==> src/rtl/pc_npc_unit_pkg.sv <==
// Shared encodings for the SPARC PC/nPC unit: transfer kinds, FSM states, target select.
package pc_npc_unit_pkg;

    localparam logic [2:0] PC_OP_SEQ  = 3'b000;
    localparam logic [2:0] PC_OP_BICC = 3'b001;
    localparam logic [2:0] PC_OP_CALL = 3'b010;
    localparam logic [2:0] PC_OP_JMPL = 3'b011;
    localparam logic [2:0] PC_OP_TRAP = 3'b100;

    localparam logic [31:0] WORD_BYTES = 32'd4;

    typedef enum logic [1:0] {
        ST_BOOT   = 2'd0,
        ST_RUN    = 2'd1,
        ST_SQUASH = 2'd2
    } pc_state_e;

    typedef enum logic [1:0] {
        TGT_INC  = 2'd0,
        TGT_DISP = 2'd1,
        TGT_PASS = 2'd2
    } tgt_sel_e;

endpackage

==> src/rtl/pc_target_adder.sv <==
// Next-nPC target: base+4, pc+disp, or a passthrough address (jmp_addr).
module pc_target_adder
    import pc_npc_unit_pkg::*;
(
    input  tgt_sel_e    sel,
    input  logic [31:0] base,
    input  logic [31:0] pc,
    input  logic [31:0] disp,
    input  logic [31:0] pass,
    output logic [31:0] target
);

    always_comb begin
        target = base + WORD_BYTES;
        unique case (sel)
            TGT_INC:  target = base + WORD_BYTES;
            TGT_DISP: target = pc + disp;
            TGT_PASS: target = pass;
            default:  target = base + WORD_BYTES;
        endcase
    end

endmodule

==> src/rtl/pc_npc_unit.sv <==
// SPARC V8 PC/nPC pair with delayed-branch and annul handling.
// Optional target alignment flag enabled by defining PC_ALIGN_CHECK_EN.
module pc_npc_unit
    import pc_npc_unit_pkg::*;
#(
    parameter logic [31:0] RESET_PC = 32'h0000_0000,
    parameter int unsigned ADDR_W   = 32
) (
    input  logic              clk,
    input  logic              reset,
    input  logic              advance,
    input  logic [2:0]        op,
    input  logic              taken,
    input  logic              br_always,
    input  logic              annul,
    input  logic [ADDR_W-1:0] disp,
    input  logic [ADDR_W-1:0] jmp_addr,
    input  logic [ADDR_W-1:0] tbr,
    output logic [ADDR_W-1:0] pc,
    output logic [ADDR_W-1:0] npc,
    output logic              slot_valid,
    output logic              misalign
);

    pc_state_e         state_q, state_d;
    logic [ADDR_W-1:0] pc_q, pc_d;
    logic [ADDR_W-1:0] npc_q, npc_d;
    logic [ADDR_W-1:0] inc_base;
    logic [ADDR_W-1:0] target;
    tgt_sel_e          sel;
    logic              upd;

    pc_target_adder u_adder (
        .sel    (sel),
        .base   (inc_base),
        .pc     (pc_q),
        .disp   (disp),
        .pass   (jmp_addr),
        .target (target)
    );

    always_comb begin
        state_d  = state_q;
        pc_d     = pc_q;
        sel      = TGT_INC;
        inc_base = npc_q;
        upd      = 1'b0;
        unique case (state_q)
            ST_BOOT: state_d = ST_RUN;
            ST_SQUASH: begin
                // The annulled instruction contributes nothing, not even a trap.
                if (advance) begin
                    upd     = 1'b1;
                    pc_d    = npc_q;
                    state_d = ST_RUN;
                end
            end
            ST_RUN: begin
                if (advance) begin
                    upd     = 1'b1;
                    pc_d    = npc_q;
                    state_d = ST_RUN;
                    case (op)
                        PC_OP_BICC: begin
                            if (taken) sel = TGT_DISP;
                            if (annul && (!taken || br_always)) state_d = ST_SQUASH;
                        end
                        PC_OP_CALL: sel = TGT_DISP;
                        PC_OP_JMPL: sel = TGT_PASS;
                        PC_OP_TRAP: begin
                            pc_d     = tbr;
                            inc_base = tbr;
                        end
                        default: sel = TGT_INC;
                    endcase
                end
            end
            default: state_d = ST_BOOT;
        endcase
        npc_d = upd ? target : npc_q;
    end

    always_ff @(posedge clk or posedge reset) begin
        if (reset) begin
            state_q <= ST_BOOT;
            pc_q    <= RESET_PC;
            npc_q   <= RESET_PC + WORD_BYTES;
        end else begin
            state_q <= state_d;
            pc_q    <= pc_d;
            npc_q   <= npc_d;
        end
    end

`ifdef PC_ALIGN_CHECK_EN
    logic mis_q;

    always_ff @(posedge clk or posedge reset) begin
        if (reset) begin
            mis_q <= 1'b0;
        end else if (upd) begin
            mis_q <= (target[1:0] != 2'b00);
        end
    end

    assign misalign = mis_q;
`else
    assign misalign = 1'b0;
`endif

    assign pc         = pc_q;
    assign npc        = npc_q;
    assign slot_valid = (state_q == ST_RUN);

endmodule

==> config.mk <==
export PLATFORM = sky130hd
export DESIGN_NAME = pc_npc_unit
export DESIGN_NICKNAME = d
export VERILOG_FILES = /design/src/rtl/pc_npc_unit_pkg.sv /design/src/rtl/pc_target_adder.sv /design/src/rtl/pc_npc_unit.sv
export SDC_FILE = /design/constraint.sdc
export NUM_CORES = 1
export LEC_CHECK = 0
export ABC_CLOCK_PERIOD_IN_PS = 4500
export CORE_MARGIN = 2
export CORE_UTILIZATION = 43
export CTS_CLUSTER_DIAMETER = 60
export DETAILED_ROUTE_END_ITERATION = 10
export PLACE_DENSITY_LB_ADDON = 0.25
export SYNTH_ARGS = -nofsm -noshare
export SYNTH_HDL_FRONTEND = slang
export SYNTH_HIERARCHICAL = 1
export SYNTH_SLANG_ARGS = --single-unit
==> constraint.sdc <==
create_clock -name clk -period 4.5 [get_ports clk]
set_input_delay 0.45 -clock clk [delete_from_list [all_inputs] [get_ports clk]]
set_output_delay 0.45 -clock clk [all_outputs]
set_load 0.02 [all_outputs]
==> impl_metrics.csv <==
group,metric,value,unit
floorplanning,die-area,0.0152,sq mm
power,ir_drop,0.247,mV
finish,area_growth,34.6,%
power,power_density,545,mW/mm^2
synth,syn_inst,667,
placement,gp_congestion,0.964,
floorplanning,core,0.0139,sq mm
clock_network,post_cts_buffers,0,
timing,rsz0062_at_grt,"no",
synth,yosysSeqAreaShare,0.270,
placement,dp.cells,989,
worst_setup_path,worst_ep_required_time,4.73,ns
worst_setup_path,critPathTopFamily,"simple AND/OR/NAND/NOR gates",
routing,via_per_inst,5.86,
floorplanning,rows,43,
placement,hpwl,14800,um
timing,slew_violations,0,
routing,num_vias,5885,
timing,fin_crit_sh,0.897,
placement,numPortBuffers,169,
global_route,grt_max_degree,41,
routing,first_iter_violations,473,
routing,antenna_left,0,
finish,final_common_cell,"clkdlybuf4s50_1",
worst_hold_path,min-delay-path-class,"reg -> reg",
clock_network,cts-buffers-inserted,9,
floorplanning,start_util,0.441,
synth,ys_ff_latch,66,
floorplanning,die_height,123,um
global_route,grt_pass1_wl,30200,um
global_route,antenna_found_initial,0,
synth,synth.avg_cell_area,9.18,sq um
timing,max_freq,248,MHz
timing,slew_headroom,0.219,
finish,antenna_cells,0,
finish,final_nets,964,
worst_setup_path,cp_slowest_cell,"or4b_4",
finish,design_area,0.00824,sq mm
job,drv_cap,0,
synth,yosys_warnings,6,
clock_network,cts_num_sinks,66,
worst_setup_path,cpPeakStageDelay,0.69,ns
timing,fin_crit,4.04,ns
worst_setup_path,path_max_fanout,13,
placement,dpl_cell_area,0.00799,sq mm
synth,post_synth_num_cell_types,65,
clock_network,path_clk_slew,0.06,ns
routing,drc,0,
finish,most-common-layout-cells,"169 x clkdlybuf4s50_1, 76 x nand2_1, 65 x dfrtp_1",
worst_setup_path,worstSetupPathType,"reg -> reg",
clock_network,insertion_delay,0.34,ns
routing,drt_first_pass_iters,5,
timing,setup_violations,0,
worst_setup_path,start_kind,"flop",
outcome,status,"completed",
worst_setup_path,crit_buf_inv,1,
synth,syn_area,0.00612,sq mm
worst_setup_path,arrival,4.26,ns
timing,clock_skew,0.00813,ns
synth,synth_flop_cell,"dfrtp_1",
synth,synthArstFlopShare,1.00,
worst_setup_path,worstPathCellList,"inv_1 > ha_1 > nand2_1 > or4b_4 > mux2_4 > and4_1 > nand4_1 > or3_1 > nor2_1 > xor2_1 > a221oi_1 > o21ai_1 > mux2_2",
finish,post_layout_nonfiller_instances,1005,
finish,fillers,1240,
timing,tns,0,ns
clock_network,htreeDepth,3,
global_route,grt_usage,0.258,
power,p_leak,3.53,nW
global_route,grt.overflow.total,0,
clock_network,cts_tree,"built",
floorplanning,ios,171,
clock_network,cts_root_buffer,"clkbuf_16",
routing,wl_per_cell,19.2,um
timing,hold_viol,0,
timing,worst_slew_pin_slew,1.17,ns
clock_network,cts_hold_buf,0,
floorplanning,die_x,123,um
worst_setup_path,endpoint_kind,"flop",
routing,wl,19300,um
finish,drive_above_1_share,0.127,
clock_network,cts_buffer_depth,2,
synth,synth_edf_count,0,
global_route,grt_pass1_vias,5793,
synth,syn_nets,811,
-- worst reg2reg max path, cell delays in order (launching register included) --
cell and delay, ns:
dfrtp_1 0.42, inv_1 0.11, ha_1 0.32, nand2_1 0.19
or4b_4 0.69, mux2_4 0.29, and4_1 0.26, nand4_1 0.25
or3_1 0.54, nor2_1 0.17, xor2_1 0.08, a221oi_1 0.22
o21ai_1 0.10, mux2_2 0.27
-- kinds of logic (layout without fill, tap and decap cells) --
family	Yosys count	in the layout	synth area share
adder cells (fa/ha/maj)	39	39	0.0809
AO/OA/AOI/OAI	195	195	0.216
buffers and inverters	52	210	0.0376
AND/OR/NAND/NOR	161	161	0.125
XOR/XNOR	56	56	0.0801
flip-flops	66	66	0.270
multiplexers	97	97	0.190
other	1	1	0.000612
-- area by class of cell --
| type | count | area [sq um] | area share |
|---|---|---|---|
| Clock buffer | 15 | 248 | 0.0301 |
| Clock inverter | 1 | 5.00 | 0.000607 |
| Inverter | 14 | 52.6 | 0.00638 |
| Timing Repair Buffer | 180 | 1790 | 0.217 |
| Multi-Input combinational cell | 549 | 4270 | 0.518 |
| Sequential cell | 66 | 1650 | 0.201 |
| Tap cell | 180 | 225 | 0.0273 |
-- final timing paths --
kind / from / to / slack (ns) / depth (start not counted)
max: state_q[1]$_DFFE_PP0P_ / npc[29]$_DFFE_PP0P_ / 0.46 / 13
min: pc[20]$_DFFE_PP0P_ / pc[20]$_DFFE_PP0P_ / 0.51 / 2
max reg2reg: state_q[1]$_DFFE_PP0P_ / npc[29]$_DFFE_PP0P_ / 0.46 / 13
min reg2reg: pc[20]$_DFFE_PP0P_ / pc[20]$_DFFE_PP0P_ / 0.51 / 2
max in group asynchronous: reset / pc[10]$_DFFE_PP0P_ / 2.94 / 3
min in group asynchronous: reset / pc[27]$_DFFE_PP0P_ / 0.64 / 2
-- synthesized netlist by cell type, types with 8 or more instances --
| cell | n | share of area |
|---|---|---|
| nor2_1 | 22 | 0.013 |
| mux2_4 | 30 | 0.074 |
| xor2_1 | 25 | 0.036 |
| inv_1 | 14 | 0.0086 |
| ha_1 | 38 | 0.078 |
| dfrtp_1 | 65 | 0.27 |
| mux2_2 | 34 | 0.063 |
| o21ai_1 | 20 | 0.016 |
| mux2i_1 | 33 | 0.054 |
| o21ai_0 | 45 | 0.037 |
| nand2b_1 | 8 | 0.0082 |
| xnor2_1 | 31 | 0.044 |
| a221oi_1 | 14 | 0.020 |
| nand3_1 | 13 | 0.011 |
| nand4_1 | 9 | 0.0092 |
| clkbuf_1 | 24 | 0.015 |
| nand2_1 | 76 | 0.047 |
| and3_1 | 9 | 0.0092 |
| a22oi_1 | 17 | 0.021 |
| a21o_1 | 18 | 0.022 |
| a21oi_1 | 41 | 0.034 |
-- state kept, by name, summed over array words and instances, names as in the netlist --
signal   cells
pc          32
state_q      2
npc         32
-- through the flow --
stage               power [mW]  utilization  setup slack [ns]  hold WS (ns)
detailed placement        3.83        0.575            0.0671         0.503
floorplan                 2.86            -             0.807         0.516
global placement          3.75        0.575             0.206         0.495
finish                    4.49        0.594             0.464         0.512
CTS                       4.49        0.593             0.221         0.515
global route              4.79        0.594             0.221         0.535
-- what timing repair did --
item | CTS | global route
setup endpoints to repair | 0 | 3
endpoints found under the hold margin | 0 | 0
resized for setup | 0 | 1
-- metal layers --
layer,part of all wire,track usage,vias to the layer above
li1,-,-,2762
met1,0.44,0.355,2783
met2,0.45,0.408,294
met3,0.075,0.0374,46
met4,0.029,0.0973,0
met5,0,0,-
-- power breakdown --
| group | switching [mW] | internal (mW) | total, mW |
|---|---|---|---|
| Combinational | 1.48 | 1.34 | 2.82 |
| Sequential | 0.224 | 0.813 | 1.04 |
| Clock | 0.262 | 0.373 | 0.635 |
No activity file was read; power rests on OpenSTA's default activity.
